`config.mk`:
```
export PLATFORM = sky130hd
export DESIGN_NAME = mcs4_rom_bridge
export DESIGN_NICKNAME = d
export VERILOG_FILES = /design/src/rtl/mcs4_rom_bridge.sv
export SDC_FILE = /design/constraint.sdc
export NUM_CORES = 1
export LEC_CHECK = 0
export CAP_MARGIN = 20
export CORE_MARGIN = 5
export CORE_UTILIZATION = 49
export DETAILED_ROUTE_END_ITERATION = 8
export PLACE_DENSITY = 0.8
export RECOVER_POWER = 100
export SLEW_MARGIN = 15
export SYNTH_ARGS = -nofsm -noshare
export SYNTH_HDL_FRONTEND = slang
export SYNTH_SLANG_ARGS = --single-unit
```
`constraint.sdc`:
```
create_clock -name i_clk -period 2.2 [get_ports i_clk]
set_input_delay 0.33 -clock i_clk [delete_from_list [all_inputs] [get_ports i_clk]]
set_output_delay 0.33 -clock i_clk [all_outputs]
set_load 0.01 [all_outputs]
```
`src/rtl/mcs4_rom_bridge.sv`:
```
// mcs4_rom_bridge: i4001-style ROM fetch and per-chip I/O port stage on the MCS-4 bus
module mcs4_rom_bridge #(
  parameter int NPORT = 4
) (
  input  logic               i_clk,
  input  logic               i_rst_n,
  input  logic               i_sync_n,
  input  logic [3:0]         i_data,
  output logic [3:0]         o_data,
  output logic               o_data_oe,
  input  logic               i_cm_rom_n,
  output logic [11:0]        o_mem_addr,
  output logic               o_mem_rd,
  input  logic [7:0]         i_mem_data,
  input  logic [4*NPORT-1:0] i_io,
  output logic [4*NPORT-1:0] o_io
);
  typedef enum logic [3:0] {IDLE, A1, A2, A3, M1, M2, X1, X2, X3} state_t;
  state_t r_state, w_next;
  logic [7:0] r_adr, r_byte;
  logic [3:0] r_opr, r_opa, r_src_chip, r_data_o, w_rd;
  logic [4*NPORT-1:0] r_io_o;
  logic r_sel, r_io_op, r_data_oe, w_x2_end, w_rdr, w_wrr;
  always_comb begin
    w_next = !i_sync_n ? A1 : r_state == IDLE ? IDLE : r_state == X3 ? A1 : state_t'(r_state + 4'd1);
    w_x2_end = r_state == X2 && i_sync_n;
    w_rdr = r_io_op && r_opa == 4'hA;
    w_wrr = w_x2_end && r_io_op && r_opa == 4'h2;
    w_rd = '0;
    for (int k = 0; k < NPORT; k++)
      if (r_src_chip == k[3:0]) w_rd = i_io[4*k +: 4];
    o_mem_rd = r_state == A3;
    o_mem_addr = o_mem_rd ? {i_data, r_adr} : '0;
  end
  always_ff @(posedge i_clk or negedge i_rst_n) begin
    if (!i_rst_n) begin
      r_state <= IDLE;
      r_adr <= '0;
      r_byte <= '0;
      r_sel <= 1'b0;
      r_opr <= '0;
      r_opa <= '0;
      r_io_op <= 1'b0;
      r_src_chip <= '0;
      r_io_o <= '0;
      r_data_o <= '0;
      r_data_oe <= 1'b0;
    end else begin
      r_state <= w_next;
      if (r_state == A1) r_adr[3:0] <= i_data;
      if (r_state == A2) r_adr[7:4] <= i_data;
      if (r_state == A3) begin
        r_byte <= i_mem_data;
        r_sel <= !i_cm_rom_n;
      end
      if (r_state == M1) r_opr <= r_sel ? r_byte[7:4] : i_data;
      if (r_state == M2) r_opa <= r_sel ? r_byte[3:0] : i_data;
      // io_op lives only from M2 end to X3 end; any resync drops it
      r_io_op <= (r_state == M2 && i_sync_n) ? (!i_cm_rom_n && r_opr == 4'hE) :
                 (r_state == X3 || !i_sync_n) ? 1'b0 : r_io_op;
      if (w_x2_end && !i_cm_rom_n && !r_io_op) r_src_chip <= i_data;
      for (int k = 0; k < NPORT; k++)
        if (w_wrr && r_src_chip == k[3:0]) r_io_o[4*k +: 4] <= i_data;
      r_data_oe <= w_next == M1 ? !i_cm_rom_n : w_next == M2 ? r_sel : (w_next == X2 && w_rdr);
      r_data_o <= (w_next == M1 && !i_cm_rom_n) ? i_mem_data[7:4] :
                  (w_next == M2 && r_sel) ? r_byte[3:0] :
                  (w_next == X2 && w_rdr) ? w_rd : 4'h0;
    end
  end
  assign o_data = r_data_o;
  assign o_data_oe = r_data_oe;
  assign o_io = r_io_o;
endmodule
```
# Word level (Yosys, flattened, before mapping)
# Index checks and enable logic that the tools add are counted.
# classes
addsub	1
n_mul	0
n_div	0
magnitude_cmp	0
eq_ne	16
n_shift	0
muxes	17
bitwise	0
n_reduce_logical	22
# ops
op	n
$mux W4	12
$eq A4 B3 Y1 const B	6
$eq A4 B2 Y1 const B	5
$logic_and A1 B1 Y1	15
$eq A4 B4 Y1 const B	3
$mux W12	1
$eq A4 B1 Y1 const B	2
$logic_not A4 Y1	2
$add A4 B1 Y4 const B	1
$mux W1	4
$logic_not A1 Y1	3
$reduce_bool A2 Y1	1
$logic_or A1 B1 Y1	1
# word_totals
regBits	55
latch_bits	0
ram_bits	0
rom_bits	0
inputBits	32
out_inout_bits	34
wordCells	71
memories	0

# Longest topological paths before layout
# depth
depth_word	9
mapped_depth	8

# Worst setup path before layout
# No wires, ideal clock.
# synth_timing
path_type	register to register
start	reg r_state[0]
end	reg r_data_o[1] (netlist: o_data[1])
setup_ps	121
t_arrival_ps	1793
setup_slack_ps	286
path_stages_with_launch	8
cell_sequence	dfrtp_1 > inv_1 > ha_1 > nor3b_2 > o21ai_1 > or3_4 > or2_4 > o22a_1
# synth_between
elab_chain_cells	9
# synth_rtl
element	line	rtl
from (decl)	19	state_t r_state, w_next;
from (signal assigned)	49	r_state <= w_next;
$add A4 B1 Y4 / $eq A4 B4 Y1 (equally long branches)	25	w_next = !i_sync_n ? A1 : r_state == IDLE ? IDLE : r_state == X3 ? A1 : state_t'(r_state + 4'd1);
$mux W4	25	
$mux W4 * (2 in series)	25	
$eq A4 B3 Y1	67	(w_next == X2 && w_rdr) ? w_rd : 4'h0;
$logic_and A1 B1 Y1	67	
$mux W4	67	
$mux W4	66	(w_next == M2 && r_sel) ? r_byte[3:0] :
$mux W4 *	65	r_data_o <= (w_next == M1 && !i_cm_rom_n) ? i_mem_data[7:4] :
to (signal assigned)	65	
to (decl)	21	logic [3:0] r_opr, r_opa, r_src_chip, r_data_o, w_rd;
# Mark *: on every way between the ends. The rest lies on a longest branch, timed or not.
# A chain may end at the register's enable or synchronous reset.

# Worst setup path in the final report
# layout_timing
start	reg r_state[0]
end	reg r_data_o[2] (netlist: o_data[2])
# Same word-level chain as after synthesis.

==> parameters.txt <==
Parameter                              Value

Setup path
  Worst endpoint required time    2400 ps
  Reg2reg start    r_state[0]
  Register-to-register setup slack    140 ps
  Peak fanout along the critical path    5
  Cell family contributing the most delay on the critical path    simple AND/OR/NAND/NOR gates
  Number of buffer and inverter stages on the critical path    2
  FF-to-FF End    o_data[2]
  CP Cell Sequence    buf_4 > inv_1 > ha_2 > nor3b_2 > o21ai_1 > or3_4 > or2_4 > o22a_1
  Startpoint of the most critical setup path    r_state[0]
  Worst reg2reg path depth    8
  Setup Crit Path Kind    flip-flop to flip-flop
  Worst setup path end    o_data[2]
  Data arrival at the endpoint of the critical path    between 2000 and 2500 ps
  Worst path max stage delay    410 ps
  Critical Path Start Type    flip-flop
  CP max stage cell    sky130_fd_sc_hd__or3_4
  Sort of element at the end of the critical path    flip-flop
  Logic depth of the worst setup path including buffers    8

Synth
  Xor and xnor area share after synthesis    0.334%
  Distinct cell type count after synthesis    35
  Synthesized netlist cell count    224
  Most common library cells after synthesis    55 x sky130_fd_sc_hd__dfrtp_1, 42 x sky130_fd_sc_hd__mux2_2, 15 x sky130_fd_sc_hd__a21oi_1
  Number of nets produced by synthesis    260
  Most numerous cell in the Yosys netlist    sky130_fd_sc_hd__dfrtp_1
  Largest cells by area after synthesis    sky130_fd_sc_hd__dfrtp_1 53%, sky130_fd_sc_hd__mux2_2 18%, sky130_fd_sc_hd__and2_1 3.3%
  Simple logic cell fraction of the synthesized area    16.0%
  Syn avg cell area    between 10 and 15 um2
  Summed instance area of the synthesized netlist    2620 um2
  Number of enable-type register cells in the synthesized netlist    0
  Synthesized flop and latch total    55
  Share of the synthesized area in compound gates (AO/OA/AOI/OAI)    7.74%
  Most used flip-flop cell after synthesis    sky130_fd_sc_hd__dfrtp_1
  Main combinational cell family by area after synthesis    multiplexers
  Mux cell area share after synthesis    a little under a fifth
  Share of the synthesized area in the top cell type    52.5%
  Area leader, netlist    sky130_fd_sc_hd__dfrtp_1
  Synthesis Warnings    0
  Proportion of synthesized chip area in sequential cells    52.5%
  Synthesized-area fraction occupied by adder cells    1.91%
  Async set or reset register ratio after synthesis    100%

STA
  Final setup viols    0
  Largest clock skew in the final design    8.37 ps
  Final-report max-slew violation count    0
  Relative max-transition margin    0.221%
  Setup repair after global routing missed its margin    no
  Final Hold Violating Endpoints    0
  Tcrit/Tclk final    93.8%
  Final critical path time including I/O delays and setup    2060 ps
  Summed negative setup slack over all endpoints    0 ps
  Slew @ Worst Pin    ~1500 ps
  Maximum achievable frequency    484 MHz
  Worst setup margin    136 ps

Routing
  First-pass DRT Iterations    4
  Drt wl/cell    approximately 17 um
  Post-detailed-route via-to-cell ratio    5.20
  Number of remaining DRC errors    0
  Routed Wire Length    6370 um
  Number of routed nets with antenna violations    0
  Starting DRC count in detailed routing    120
  Total number of vias    1941

Status
  Outcome    finished with violations
  Failing checks    capacitance limit

Clock network
  Cell chosen for the clock root    sky130_fd_sc_hd__clkbuf_8
  Total CTS buffers    5
  Worst-Skew Late Latency    ~320 ps
  TritonCTS clock tree    yes
  Number of levels the H-tree was split into    2
  Clock slew at the register clock pins of the worst setup and hold paths    100 ps
  Maximum buffer depth of the clock tree    2
  Number of sinks on the clock net    55
  # hold bufs at CTS    0

Pwr
  Power Dens Cells    between 900 and 1000 nW/um2
  Leakage power    1.67 nW
  Part of the total power dissipated in sequential elements    45.2%
  Clock network fraction of total power    20.0%
  Sw Ratio    around a third
  Net switching power of the design    0.00116 W
  Total power after layout    0.00351 W
  Internal cell power    0.00235 W
  Worst IR drop on VDD    roughly 0.0006 V
  Part of the total power dissipated in combinational logic    34.7%

Finish
  Fill cell instance count of the final layout    ~420
  Number of inserted diodes    0
  Final net count    338
  Share of layout cells above drive strength 1    a little under a quarter
  Non-filler instance count after layout    ~370
  Layout area overhead    35.4%

Flow run
  Total of max-cap violations    1

Global routing
  GRT Resource Usage Total    19.7%
  Antenna violations before repair    0
  Via count of the first global-routing pass    between 2000 and 2500
  Pin count of the biggest net entering global routing    30
  Grt ovf    0
  Global-route wire length before repair    about 11000 um

Floorplan
  Initial core utilization    51.0%
  I/O Pins    66
  Die extent in y    slightly above 80 um
  Row cnt    26
  Die Span X    83.1 um
  Area of the core    between 5000 and 6000 um2
  Die area    6910 um2

Placement
  Setup WS pre-CTS    approximately 52 ps
  Number of port buffers    65
  Post-DP HPWL    4790 um
  Cell total after placement    about 360
  Routability Congestion    between 0.8 and 0.9

Worst hold path
  Kind of path behind the tightest hold check    input pin to async pin
==> power by group through the flow <==
stage | logic, W | clock network (W) | registers, W
global route | 0.00136 | 0.000757 | 0.00163
CTS | 0.00125 | 0.000719 | 0.00158
floorplan | 0.000879 | 0 | 0.00145
finish | 0.00122 | 0.000703 | 0.00159
detailed placement | 0.00124 | 0 | 0.00161
global placement | 0.00121 | 0 | 0.00159
==> layout make-up <==
cell class,count,area (um2),share of cell area [%]
inverters,6,22.5,0.635
multi-input cells,154,1200,33.8
well taps,70,87.6,2.47
clock buffers,6,82.6,2.33
repair buffers,80,743,21.0
clock inverters,2,35.0,0.988
flip-flops and latches,55,1380,38.9
==> sequential cells by signal (all words and copies together) (netlist names) <==
register / flops
o_data_oe: 1
o_io: 16
r_opa: 4
r_byte: 8
r_src_chip: 4
r_adr: 8
r_sel: 1
r_state: 4
r_opr: 4
r_io_op: 1
o_data: 4
==> metrics by stage <==
step	cell area (um2)	utilization (%)	hold slack [ps]
global route	3550	69.0	492
finish	3550	69.0	360
global placement	3420	66.6	376
floorplan	2620	-	34.4
CTS	3560	69.2	40.3
detailed placement	3420	66.6	386
==> worst min path at each step <==
stage,startpoint,to,slack (ps)
finish,i_rst_n,o_data[1],360
global route,i_rst_n,o_data[3],490
CTS,i_rst_n,r_adr[1],40
detailed placement,i_rst_n,r_adr[1],390
global placement,i_rst_n,r_adr[1],380
floorplan,i_rst_n,o_data[0],30
==> worst register-to-register path: stages, from the launching register on <==
cell and delay, ps:
sky130_fd_sc_hd__dfrtp_2 370, sky130_fd_sc_hd__buf_4 130, sky130_fd_sc_hd__inv_1 60, sky130_fd_sc_hd__ha_2 200, sky130_fd_sc_hd__nor3b_2 160, sky130_fd_sc_hd__o21ai_1 120
sky130_fd_sc_hd__or3_4 410, sky130_fd_sc_hd__or2_4 280, sky130_fd_sc_hd__o22a_1 210
==> kinds of logic (layout without fill, tap and decap cells) <==
kind of cell / count (synthesis) / after routing
AND/OR/NAND/NOR: 71 / 71
flip-flops: 55 / 55
multiplexers: 43 / 43
AO/OA/AOI/OAI: 35 / 35
buffers and inverters: 15 / 94
adder cells (fa/ha/maj): 4 / 4
XOR/XNOR: 1 / 1
==> cells in the final DEF, fill, tap and decap left out, drive strengths merged, types with 2 or more instances in the layout <==
cell type / netlist / final
a21oi: 15 / 15
nor2b: 5 / 5
ha: 4 / 4
o22a: 4 / 4
nand4bb: 2 / 2
mux2: 42 / 42
nand2: 12 / 12
dlygate4sd2: 0 / 12
buf: 4 / 11
o21ai: 10 / 10
clkdlybuf4s50: 0 / 30
nand2b: 2 / 2
inv: 6 / 6
nand3: 11 / 11
clkbuf: 5 / 11
nor2: 10 / 10
and2: 14 / 14
dlygate4sd3: 0 / 21
or2: 2 / 2
o22ai: 3 / 3
nor3b: 6 / 6
nor3: 2 / 2
dfrtp: 55 / 55
==> routing by layer <==
metal / up-vias / GRT usage (%) / part of all wire [%]
met5: - / 0 / 0
met2: 49 / 31.6 / 49
li1: 939 / - / -
met1: 948 / 25.1 / 43
met4: 0 / 5.79 / 1.2
met3: 5 / 7.03 / 7.1
==> repair_timing <==
action	CTS	global route
gates cloned	0	0
endpoints found under the setup margin	13	5
endpoints found under the hold margin	0	0
setup buffers	2	0
gates resized for setup	17	4
Power figures use the tool's default switching activity.
